[src/rtl/stream_mux_n.sv]
// stream_mux_n: N-channel valid/ready stream multiplexer with a registered
// output stage. Two arbitration modes: fixed select (mode=0, via sel) and
// round-robin across valid channels (mode=1). Each output beat carries its
// source channel in out_chan.
//
// Optional feature: define STREAM_MUX_COUNT_EN to add the 16-bit saturating
// xfer_count output, which counts output transfers.

// Per-channel slice: qualifies the grant with can_load to form in_ready, and
// masks the channel data so the top level can OR-reduce it into the mux.
module stream_mux_lane #(
  parameter int WIDTH = 8
) (
  input  logic [WIDTH-1:0] lane_data,
  input  logic             lane_gnt,
  input  logic             can_load,
  output logic             lane_ready,
  output logic [WIDTH-1:0] lane_mask
);

  assign lane_ready = lane_gnt & can_load;
  assign lane_mask  = lane_gnt ? lane_data : '0;

endmodule

module stream_mux_n #(
  parameter int WIDTH    = 8,
  parameter int CHANNELS = 4,
  parameter int SEL_W    = 2
) (
  input  logic                      clk,
  input  logic                      reset,
  input  logic                      mode,
  input  logic [SEL_W-1:0]          sel,
  input  logic [CHANNELS*WIDTH-1:0] in_data,
  input  logic [CHANNELS-1:0]       in_valid,
  output logic [CHANNELS-1:0]       in_ready,
  output logic [WIDTH-1:0]          out_data,
  output logic [SEL_W-1:0]          out_chan,
  output logic                      out_valid,
  input  logic                      out_ready
`ifdef STREAM_MUX_COUNT_EN
  ,
  output logic [15:0]               xfer_count
`endif
);

  // With the pointer on the last channel, channel 0 is searched first.
  localparam logic [SEL_W-1:0] LAST_CH = SEL_W'(CHANNELS - 1);

  // Registered output stage and round-robin pointer
  logic [WIDTH-1:0] out_data_q,  out_data_d;
  logic [SEL_W-1:0] out_chan_q,  out_chan_d;
  logic             out_valid_q, out_valid_d;
  logic [SEL_W-1:0] rr_ptr_q,    rr_ptr_d;

  // Arbitration results
  logic [CHANNELS-1:0] gnt_oh;
  logic [SEL_W-1:0]    gnt_idx;
  logic                gnt_vld;

  logic                            can_load;
  logic                            in_xfer;
  logic                            out_xfer;
  logic [CHANNELS-1:0][WIDTH-1:0]  lane_mask;
  logic [WIDTH-1:0]                mux_data;

  // The register can take a new beat when empty or when it is being drained
  // this cycle. Reset is folded in so no channel sees ready while held.
  assign can_load = ~reset & (~out_valid_q | out_ready);
  assign out_xfer = out_valid_q & out_ready;
  assign in_xfer  = gnt_vld & can_load;

  // Arbitration: fixed select looks only at in_valid[sel]; round-robin
  // searches from rr_ptr+1 upward with wraparound, first valid channel wins.
  always_comb begin
    int  c;
    logic found;
    gnt_oh  = '0;
    gnt_idx = '0;
    gnt_vld = 1'b0;
    found   = 1'b0;
    c       = 0;
    if (!mode) begin
      // An out-of-range sel matches no channel, so nothing is granted.
      for (int i = 0; i < CHANNELS; i++) begin
        if (sel == SEL_W'(i) && in_valid[i]) begin
          gnt_oh[i] = 1'b1;
          gnt_idx   = SEL_W'(i);
          gnt_vld   = 1'b1;
        end
      end
    end else begin
      for (int k = 1; k <= CHANNELS; k++) begin
        c = int'(rr_ptr_q) + k;
        if (c >= CHANNELS) c = c - CHANNELS;
        if (!found && in_valid[c]) begin
          found     = 1'b1;
          gnt_oh[c] = 1'b1;
          gnt_idx   = SEL_W'(c);
          gnt_vld   = 1'b1;
        end
      end
    end
  end

  // Per-channel ready generation and data masking
  for (genvar i = 0; i < CHANNELS; i++) begin : g_lane
    stream_mux_lane #(.WIDTH(WIDTH)) u_lane (
      .lane_data  (in_data[i*WIDTH +: WIDTH]),
      .lane_gnt   (gnt_oh[i]),
      .can_load   (can_load),
      .lane_ready (in_ready[i]),
      .lane_mask  (lane_mask[i])
    );
  end

  // AND-OR data mux: at most one lane is unmasked
  always_comb begin
    mux_data = '0;
    for (int i = 0; i < CHANNELS; i++) mux_data = mux_data | lane_mask[i];
  end

  // Next-state for the output register and round-robin pointer. A load takes
  // priority over a drain, which gives back-to-back beats at full rate.
  always_comb begin
    out_data_d  = out_data_q;
    out_chan_d  = out_chan_q;
    out_valid_d = out_valid_q;
    rr_ptr_d    = rr_ptr_q;
    if (in_xfer) begin
      out_data_d  = mux_data;
      out_chan_d  = gnt_idx;
      out_valid_d = 1'b1;
      if (mode) rr_ptr_d = gnt_idx;
    end else if (out_xfer) begin
      out_valid_d = 1'b0;
    end
  end

  // State registers; reset discards any held beat immediately
  always_ff @(posedge clk or posedge reset) begin
    if (reset) begin
      out_data_q  <= '0;
      out_chan_q  <= '0;
      out_valid_q <= 1'b0;
      rr_ptr_q    <= LAST_CH;
    end else begin
      out_data_q  <= out_data_d;
      out_chan_q  <= out_chan_d;
      out_valid_q <= out_valid_d;
      rr_ptr_q    <= rr_ptr_d;
    end
  end

  assign out_data  = out_data_q;
  assign out_chan  = out_chan_q;
  assign out_valid = out_valid_q;

`ifdef STREAM_MUX_COUNT_EN
  logic [15:0] xfer_cnt_q, xfer_cnt_d;

  // Saturating count of output transfers
  always_comb begin
    xfer_cnt_d = xfer_cnt_q;
    if (out_xfer && xfer_cnt_q != 16'hFFFF) xfer_cnt_d = xfer_cnt_q + 16'd1;
  end

  // Counter register
  always_ff @(posedge clk or posedge reset) begin
    if (reset) xfer_cnt_q <= '0;
    else       xfer_cnt_q <= xfer_cnt_d;
  end

  assign xfer_count = xfer_cnt_q;
`endif

endmodule

[config.mk]
export PLATFORM = sky130hd
export DESIGN_NAME = stream_mux_n
export DESIGN_NICKNAME = d
export VERILOG_FILES = /design/src/rtl/stream_mux_n.sv
export SDC_FILE = /design/constraint.sdc
export NUM_CORES = 1
export LEC_CHECK = 0
export CORE_AREA = 2 2 61 63
export CTS_BUF_LIST = sky130_fd_sc_hd__clkbuf_16
export DETAILED_ROUTE_END_ITERATION = 16
export DIE_AREA = 0 0 63 65
export PLACE_DENSITY_LB_ADDON = 0.1
export SKIP_LAST_GASP = 1
export SYNTH_ARGS = -nofsm -noshare
export SYNTH_HDL_FRONTEND = slang
export SYNTH_SLANG_ARGS = --single-unit
[constraint.sdc]
create_clock -name clk -period 4.2 [get_ports clk]
set_input_delay 1.05 -clock clk [delete_from_list [all_inputs] [get_ports clk]]
set_output_delay 1.05 -clock clk [all_outputs]
set_load 0.01 [all_outputs]
# Word-level counts from Yosys, hierarchy flattened

Index checks and enable logic that the tools add are counted.

Input port bits: 42
Output and inout bits: 15
Register bits after elaboration: 13

Add/subtract/negate cells: 8
Eq/ne operators: 3
Mux-type cells: 67
Bitwise operators: 16
$lt $le $gt $ge: 12
Reductions and logical operators: 17

Operators with widths:

| operator                                                               | count |
|---|---|
| 32-bit 2-to-1 mux                                                      | 8 |
| 32-bit by 1-bit >= comparator with 1-bit output, second input constant | 4 |
| 32-bit by 4-bit < comparator with 1-bit output, second input constant  | 4 |
| 1-bit 2-to-1 mux                                                       | 32 |
| 4-bit 2-to-1 mux                                                       | 8 |
| 8-bit 2-to-1 mux                                                       | 4 |
| 8-bit OR                                                               | 3 |
| 2-bit 2-to-1 mux                                                       | 7 |
| 4-bit OR                                                               | 3 |
| 3-bit by 3-bit subtractor with 4-bit output, second input constant     | 3 |
| 1-bit logical AND                                                      | 11 |
| 3-bit >= comparator, second input constant                             | 3 |
| 1-bit binary-select mux with 2-bit select                              | 4 |
| 1-bit demux with 2-bit select                                          | 4 |
| 1-bit AND                                                              | 7 |
| 2-bit by 2-bit adder with 3-bit output, second input constant          | 2 |
| 4-bit by 3-bit subtractor with 5-bit output, second input constant     | 1 |
| 2-bit by 3-bit adder with 4-bit output, second input constant          | 1 |
| 2-bit == test, second input constant                                   | 2 |
| 4-bit by 3-bit >= comparator with 1-bit output, second input constant  | 1 |
| 2-bit by 1-bit adder with 3-bit output, second input constant          | 1 |
| 1-bit zero test                                                        | 3 |
| 2-bit by 1-bit == test with 1-bit output, second input constant        | 1 |
| 2-bit zero test                                                        | 1 |
| other kinds (4)                                                        | 5 |

# Longest topological paths before layout

Gate-level depths: netlist of the first run.

Word-level depth: 25
Depth in mapped cells: 9
Mapped depth without buffers: 8

# By module

A second synthesis of the first run with hierarchy kept.

Cells, all modules: 159
Area total of the unflattened synthesis: 1455.1 µm²

Modules (own cells, without submodules):

| module          | cells each | area each (µm²) | times used |
|---|---|---|---|
| stream_mux_n    | 123        | 1229.9          | 1 |
| stream_mux_lane | 9          | 56.3            | 4 |

# Worst setup path before layout of the first run

OpenSTA, ideal clock, no wires.

Path kind: input -> output
Start: input port in_valid[2]
End: output port in_ready[0]
Path slack: 0.397 ns
Buffers on the path: 2
Required time: 3.150 ns
Data arrival time: 2.753 ns
Cell stages on the path: 7
Path through: buf_2 > mux4_2 > nor3b_1 > nand2_1 > a31oi_4 > nor2b_1 > buf_4

Longest elaborated chain between the ends: 18
Elaborated cells on any way between the ends: 36
Classes of those cells: mux: 26; bitwise: 4; reduce/logical: 6

RTL lines:

| element                                             | RTL line | source |
|---|---|---|
| start, declared                                     | 36       | `input logic [CHANNELS-1:0] in_valid,` |
| 1-bit binary-select mux with 2-bit select           | 97       | `if (!found && in_valid[c]) begin` |
| 1-bit 2-to-1 mux (not written as such) (2 in a row) | 97       |  |
| 1-bit 2-to-1 mux                                    | 97       |  |
| 1-bit 2-to-1 mux                                    | 84       | `if (!mode) begin` |
| 1-bit zero test                                     | 97       |  |
| 1-bit logical AND                                   | 97       |  |
| 1-bit 2-to-1 mux                                    | 97       |  |
| 1-bit 2-to-1 mux                                    | 84       |  |
| 1-bit zero test                                     | 97       |  |
| 1-bit logical AND                                   | 97       |  |
| 1-bit 2-to-1 mux                                    | 97       |  |
| 1-bit 2-to-1 mux                                    | 84       |  |
| 1-bit zero test                                     | 97       |  |
| 1-bit logical AND                                   | 97       |  |
| 4-bit 2-to-1 mux (*)                                | 97       |  |
| 4-bit 2-to-1 mux (*)                                | 84       |  |
| 1-bit AND (*)                                       | 21       | `assign lane_ready = lane_gnt & can_load;` |
| end, declared                                       | 37       | `output logic [CHANNELS-1:0] in_ready,` |

Mark *: on every way between the ends. The rest lies on a longest branch, timed or not. The select of a mux whose other input is x is not followed.

# Worst setup path in the final report of the first run

Start: input port in_valid[3]
End: output port in_ready[2]

The elaborated chain is that of the path after synthesis.

==> results of run 1 <==
==> flip-flops by register name (all words and copies together), names as in the netlist <==
name	count
rr_ptr_q	2
out_valid	1
out_data	8
out_chan	2
==> critical path: stages <==
cell           delay (ns)
dlygate4sd2_1        0.28
or3b_4               0.39
a2111oi_4            0.34
buf_4                0.17
buf_4                0.11
buf_4                0.10
o21ai_2              0.07
a31oi_4              0.16
nor2b_1              0.14
buf_2                0.14
==> cells in the mapped netlist, drive strengths merged, types with 5 or more instances <==
master / instances
dfrtp: 11
inv: 5
buf: 5
a31oi: 13
a22oi: 16
clkbuf: 5
nand2: 10
ha: 8
a21oi: 11
nor2: 12
nor2b: 8
==> how the worst min path moves through the flow <==
stage	from	cells after the start	endpoint
6_report	out_valid	2	out_valid
4_1_cts	out_valid	2	out_valid
2_1_floorplan	out_valid	2	out_valid
3_3_place_gp	out_valid	2	out_valid
3_5_place_dp	out_valid	2	out_valid
5_1_grt	out_data[1]	2	out_data[1]
==> routing by layer <==
metal	track usage (%)	wire length (um)	up-vias
met2	41.4	2210	45
met1	21.6	1600	707
li1	-	-	703
met3	3.65	200	9
met5	0	0	-
met4	12.8	116	0
==> report_power, final <==
| part | total [mW] | leakage [nW] | switching (mW) | internal, mW |
|---|---|---|---|---|
| clock | 0.174 | 0.0423 | 0.0492 | 0.125 |
| combinational | 0.708 | 0.682 | 0.340 | 0.369 |
| sequential | 0.225 | 0.143 | 0.0440 | 0.181 |
==> logic make-up after synthesis <==
| kind of cell | share of synthesized area (%) |
|---|---|
| buffers and inverters | 5.51 |
| adder cells (fa/ha/maj) | 7.60 |
| AND/OR/NAND/NOR | 18.5 |
| multiplexers | 7.89 |
| AO/OA/AOI/OAI | 35.6 |
| flip-flops | 24.9 |
==> final cells by class <==
class / count / area share, %
sequential: 13 / 15.0
multi-input combinational: 112 / 43.1
inverter: 5 / 0.857
clock buffer: 3 / 3.43
timing repair buffer: 86 / 34.8
tap: 48 / 2.74
clock inverter: 1 / 0.171
==> cell usage in the layout, fill, tap and decap left out <==
cell / Yosys / layout
inv_1: 5 / 6
a2111oi_4: 2 / 2
ha_1: 8 / 8
dlygate4sd2_1: 0 / 3
or3b_4: 1 / 2
o31a_1: 1 / 1
o21ai_2: 4 / 4
buf_4: 4 / 30
dfrtp_1: 11 / 11
or3_1: 1 / 1
mux4_2: 2 / 2
a31oi_4: 4 / 4
nor3b_1: 4 / 4
o221ai_1: 1 / 1
a221oi_2: 0 / 4
nand2_1: 10 / 10
a22oi_1: 16 / 16
clkbuf_2: 0 / 3
dfstp_2: 2 / 2
mux2i_1: 1 / 1
clkdlybuf4s15_1: 0 / 1
nand3b_1: 3 / 3
buf_2: 1 / 1
clkbuf_16: 0 / 3
clkdlybuf4s50_1: 0 / 48
nand2b_1: 2 / 2
a21oi_1: 11 / 11
mux2_1: 1 / 1
mux4_1: 1 / 1
nor2_1: 12 / 12
mux2_2: 1 / 1
a31oi_1: 9 / 9
or3b_2: 2 / 1
nor3_1: 1 / 1
a311oi_1: 1 / 1
nor4_1: 1 / 1
nor2b_1: 8 / 8
==> timing repair <==
action                     in CTS  in global routing
hold endpoints to repair        0                  0
setup endpoints to repair       4                  4
cloned                          0                  0
resized for setup              16                  7
buffers inserted                5                  0
==> results.sh, run 1 <==
export IMPL_maxCapViolCount=0
export IMPL_htree_levels=1
export IMPL_finClkSkew_ns=0.00205
export IMPL_grt_pass1_wl_um=6850
export IMPL_firstDrtPassIters=4
export IMPL_power_leakage_nw=0.867
export IMPL_worstSetupPathType="primary input to output port"
export IMPL_area_sequential_um2=328
export IMPL_slew_headroom_pct=75.9
export IMPL_grt_max_degree=23
export IMPL_viasPerCell=5.46
export IMPL_dp_final_hpwl_um=3330
export IMPL_dieArea_mm2=0.00410
export IMPL_rsz0062_at_grt="no"
export IMPL_grt_util_all_layers_pct=21.5
export IMPL_syn2layout_area_growth_pct=66.4
export IMPL_fp_row_count=22
export IMPL_synthArstFlopShare_pct=100
export IMPL_synth_edff_count=0
export IMPL_fin_util_pct=62.7
export IMPL_drt_iter0_markers=53
export IMPL_io_buffers=56
export IMPL_setup_ws_ns=0.186
export IMPL_drc=0
export IMPL_die_height_um=65
export IMPL_finalCriticalPeriod_ns=4.01
export IMPL_ys_flop_type="dfrtp_1"
export IMPL_crit_path_end="in_ready[2]"
export IMPL_ioPinCount=57
export IMPL_nFillCells=315
export IMPL_antenna_cells=0
export IMPL_crit_start="in_valid[3]"
export IMPL_cts_hold_buf=0
export IMPL_tightest_slew_ns=0.358
export IMPL_yosys_top_cells_area="dfrtp_1, a22oi_1, ha_1"
export IMPL_multi_input_area_um2=943
export IMPL_antenna_found_initial=0
export IMPL_yosysTopAreaCell="dfrtp_1"
export IMPL_cp_start_kind="primary input"
export IMPL_tritoncts="built"
export IMPL_peakVddDrop_v=0.000274
export IMPL_place_area_mm2=0.00207
export IMPL_hold_viol_final=0
export IMPL_pre_cts_ws_ns=-0.480
export IMPL_wire_per_inst_um=15.4
export IMPL_required_ns=3.15
export IMPL_initial_core_util_pct=37.7
export IMPL_r2r_slack_ns=1.39
export IMPL_cp_max_fo=6
export IMPL_r2r_start="rr_ptr_q[0]"
export IMPL_status="completed"
export IMPL_syn_nets=190
export IMPL_cts_buffer_depth=2
export IMPL_rr_worst_depth=9
export IMPL_placed_cells=259
export IMPL_yosys_warnings=0
export IMPL_finalCritPeriodShare_pct=95.6
export IMPL_detail_route_antenna_nets=0
export IMPL_fin_setup_tns_ns=0
export IMPL_cp_arrival_ns=2.96
export IMPL_finalSetupViolCount=0
export IMPL_syn_area_mm2=0.00132
export IMPL_synth_top_area_share_pct=20.9
export IMPL_grt_overflow=0
export IMPL_clock_sinks=13
export IMPL_first_global_vias=1529
export IMPL_yosysSeqAreaShare_pct=24.9
export IMPL_reg2reg_to="out_data[7]"
export IMPL_detail_route_wirelength_um=4130
export IMPL_cts_root_buf="clkbuf_16"
export IMPL_fin_nets=271
export IMPL_drv_slew=0
export IMPL_clkTransAtPathRegs_ns=0.04
export IMPL_hp_class="register to register"
export IMPL_stdcell_count=268
export IMPL_core_mm2=0.00350
export IMPL_dieWidth_um=63
export IMPL_synth_avg_cell_area_um2=9.40
export IMPL_vias=1464
export IMPL_hold_ws_ns=0.518
export IMPL_ys_ff_latch=13
export IMPL_numCtsBuffers=3
export IMPL_yosysUniqueCellTypes=33
export IMPL_finalInstanceArea_mm2=0.00219
export IMPL_crit_path_end_kind="output port"
export IMPL_drive_gt1_share_pct=26.8
export IMPL_gp_routability_congestion=0.809
export IMPL_syn_inst=140
export IMPL_p_per_area_mw_per_mm2=506
export IMPL_insertion_delay_ns=0.24
export IMPL_power_total_mw=1.11
export IMPL_timing_fmax_ghz=0.249
Note: power is estimated with default switching activity, not from simulation.
==> run 2, diff against run 1 <==
- ABC_CLOCK_PERIOD_IN_PS: default -> 3200
- CORE_AREA: 2 2 61 63 -> 2 2 62 64
- DIE_AREA: 0 0 63 65 -> 0 0 64 66
- clock period: 4.2 -> 3.2 ns (I/O delays scaled with it)
==> run 2 against run 1 <==
- the flow now finishes with violations (setup timing)
- critical path type unchanged
- sequential power increased by 22%
- count of clock-buffer cells in the layout is the same
- global-route usage up 0.40 points
- largest power group unchanged
- via count barely moved
- die area up 3.2%
==> results.sh, run 2 (same netlist as run 1, synthesis figures left out) <==
export IMPL_status="finished with violations"
export IMPL_violations="setup timing"
export IMPL_cts_root_buf="clkbuf_16"
export IMPL_cts_hold_buf=0
export IMPL_power_leakage_nw=0.936
export IMPL_firstDrtPassIters=4
export IMPL_detail_route_wirelength_um=4540
export IMPL_cts_buffer_depth=2
export IMPL_drc=0
export IMPL_finalCriticalPeriod_ns=3.34
export IMPL_clock_sinks=13
export IMPL_ioPinCount=57
export IMPL_clkTransAtPathRegs_ns=0.04
export IMPL_cp_depth=9
export IMPL_r2r_slack_ns=0.63
export IMPL_fin_nets=281
export IMPL_finalSetupViolCount=4
export IMPL_core_mm2=0.00355
export IMPL_grt_max_degree=18
export IMPL_setup_ws_ns=-0.141
export IMPL_dp_final_hpwl_um=3400
export IMPL_maxCapViolCount=0
export IMPL_first_global_vias=1429
export IMPL_rr_worst_depth=11
export IMPL_r2r_start="rr_ptr_q[0]"
export IMPL_reg2reg_to="out_chan[1]"
export IMPL_placed_cells=264
export IMPL_wire_per_inst_um=16.3
export IMPL_stdcell_count=278
export IMPL_cp_start_kind="primary input"
export IMPL_crit_path_end_kind="output port"
export IMPL_numCtsBuffers=3
export IMPL_crit_buf_inv=4
export IMPL_dieArea_mm2=0.00422
export IMPL_tightest_slew_ns=0.398
export IMPL_crit_start="in_valid[2]"
export IMPL_gp_routability_congestion=0.871
export IMPL_initial_core_util_pct=37.1
export IMPL_fp_row_count=22
export IMPL_pre_cts_ws_ns=-0.903
export IMPL_cp_top_family="buffers and inverters"
export IMPL_drv_slew=0
export IMPL_final_common_cell="clkdlybuf4s50_1"
export IMPL_cp_cell_sequence="buf_2 -> buf_4 -> mux4_2 -> nor2b_4 -> buf_12 -> a221oi_4 -> a31oi_4 -> nor2b_1 -> buf_2"
export IMPL_slew_headroom_pct=73.3
export IMPL_rsz0062_at_grt="yes"
export IMPL_largest_reg_flops=8
export IMPL_hp_class="register to register"
export IMPL_cp_arrival_ns=2.54
export IMPL_grt_util_all_layers_pct=21.9
export IMPL_antenna_cells=0
export IMPL_drive_gt1_share_pct=35.2
export IMPL_viasPerCell=5.27
export IMPL_hold_ws_ns=0.515
export IMPL_timing_fmax_ghz=0.299
export IMPL_peakVddDrop_v=0.000617
export IMPL_die_height_um=66
export IMPL_io_buffers=56
export IMPL_drt_iter0_markers=33
export IMPL_crit_path_end="in_ready[3]"
export IMPL_crit_top_cell="buf_2"
export IMPL_max_stage_delay_ns=0.50
export IMPL_hold_viol_final=0
export IMPL_syn2layout_area_growth_pct=80.7
export IMPL_power_total_mw=1.75
export IMPL_cp_slowest_cell="mux4_2"
export IMPL_cp_max_fo=5
export IMPL_worstSetupPathType="primary input to output port"
export IMPL_required_ns=2.40
export IMPL_p_per_area_mw_per_mm2=735
export IMPL_tritoncts="built"
export IMPL_detail_route_antenna_nets=0
export IMPL_dieWidth_um=64
export IMPL_htree_levels=1
export IMPL_finalCritPeriodShare_pct=104
export IMPL_mostFrequentLayoutCells="clkdlybuf4s50_1, buf_4, a22oi_1, nor2_1"
export IMPL_antenna_found_initial=0
export IMPL_vias=1465
export IMPL_grt_overflow=0
export IMPL_grt_pass1_wl_um=7020
export IMPL_finClkSkew_ns=0.00667
export IMPL_insertion_delay_ns=0.25
run 2: metrics by stage:
| step | instance area (um^2) | util (%) | setup TNS [ns] |
|---|---|---|---|
| floorplan | 1390 | - | -0.0485 |
| global placement | 2160 | 60.9 | -3.50 |
| detailed placement | 2160 | 60.9 | -3.87 |
| CTS | 2340 | 66.0 | -0.530 |
| global route | 2380 | 67.0 | -0.813 |
| finish | 2380 | 67.0 | -0.478 |
run 2: worst min-delay path: stages, from the launching register on:
cell	delay, ns
dfrtp_1	0.35
nand2b_1	0.08
nand2_1	0.06
run 2: how the worst min path moves through the flow:
stage | start | endpoint | slack, ns | cells past startpoint
finish | out_valid | out_valid | 0.51 | 2
global route | out_valid | out_valid | 0.56 | 2
floorplan | out_valid | out_valid | 0.53 | 2
detailed placement | out_valid | out_valid | 0.52 | 2
global placement | out_valid | out_valid | 0.48 | 2
CTS | out_valid | out_valid | 0.53 | 2
run 2: layer usage:
layer	vias to the layer above	wire length, um	GRT usage [%]
li1	721	-	-
met1	686	1960	25.4
met2	51	2240	39.2
met3	7	263	3.75
met4	0	76	10.3
met5	-	0	0
run 2: layout make-up:
class / count / area [um^2]
timing repair buffer: 96 / 851
clock buffer: 3 / 75.1
clock inverter: 1 / 3.75
fill: 290 / 1170
multi-input combinational: 112 / 1040
sequential: 13 / 328
tap: 48 / 60.1
inverter: 5 / 23.8
run 2: where the power goes:
| group | switching, mW | internal, mW |
|---|---|---|
| sequential | 0.0391 | 0.236 |
| combinational | 0.589 | 0.642 |
| clock | 0.0767 | 0.165 |
| total | 0.705 | 1.04 |
run 2: timing repair:
| action | in CTS | in global routing |
|---|---|---|
| setup endpoints to repair | 4 | 4 |
| setup buffers | 8 | 2 |
| gates resized for setup | 44 | 6 |
| pin swaps | 9 | 13 |
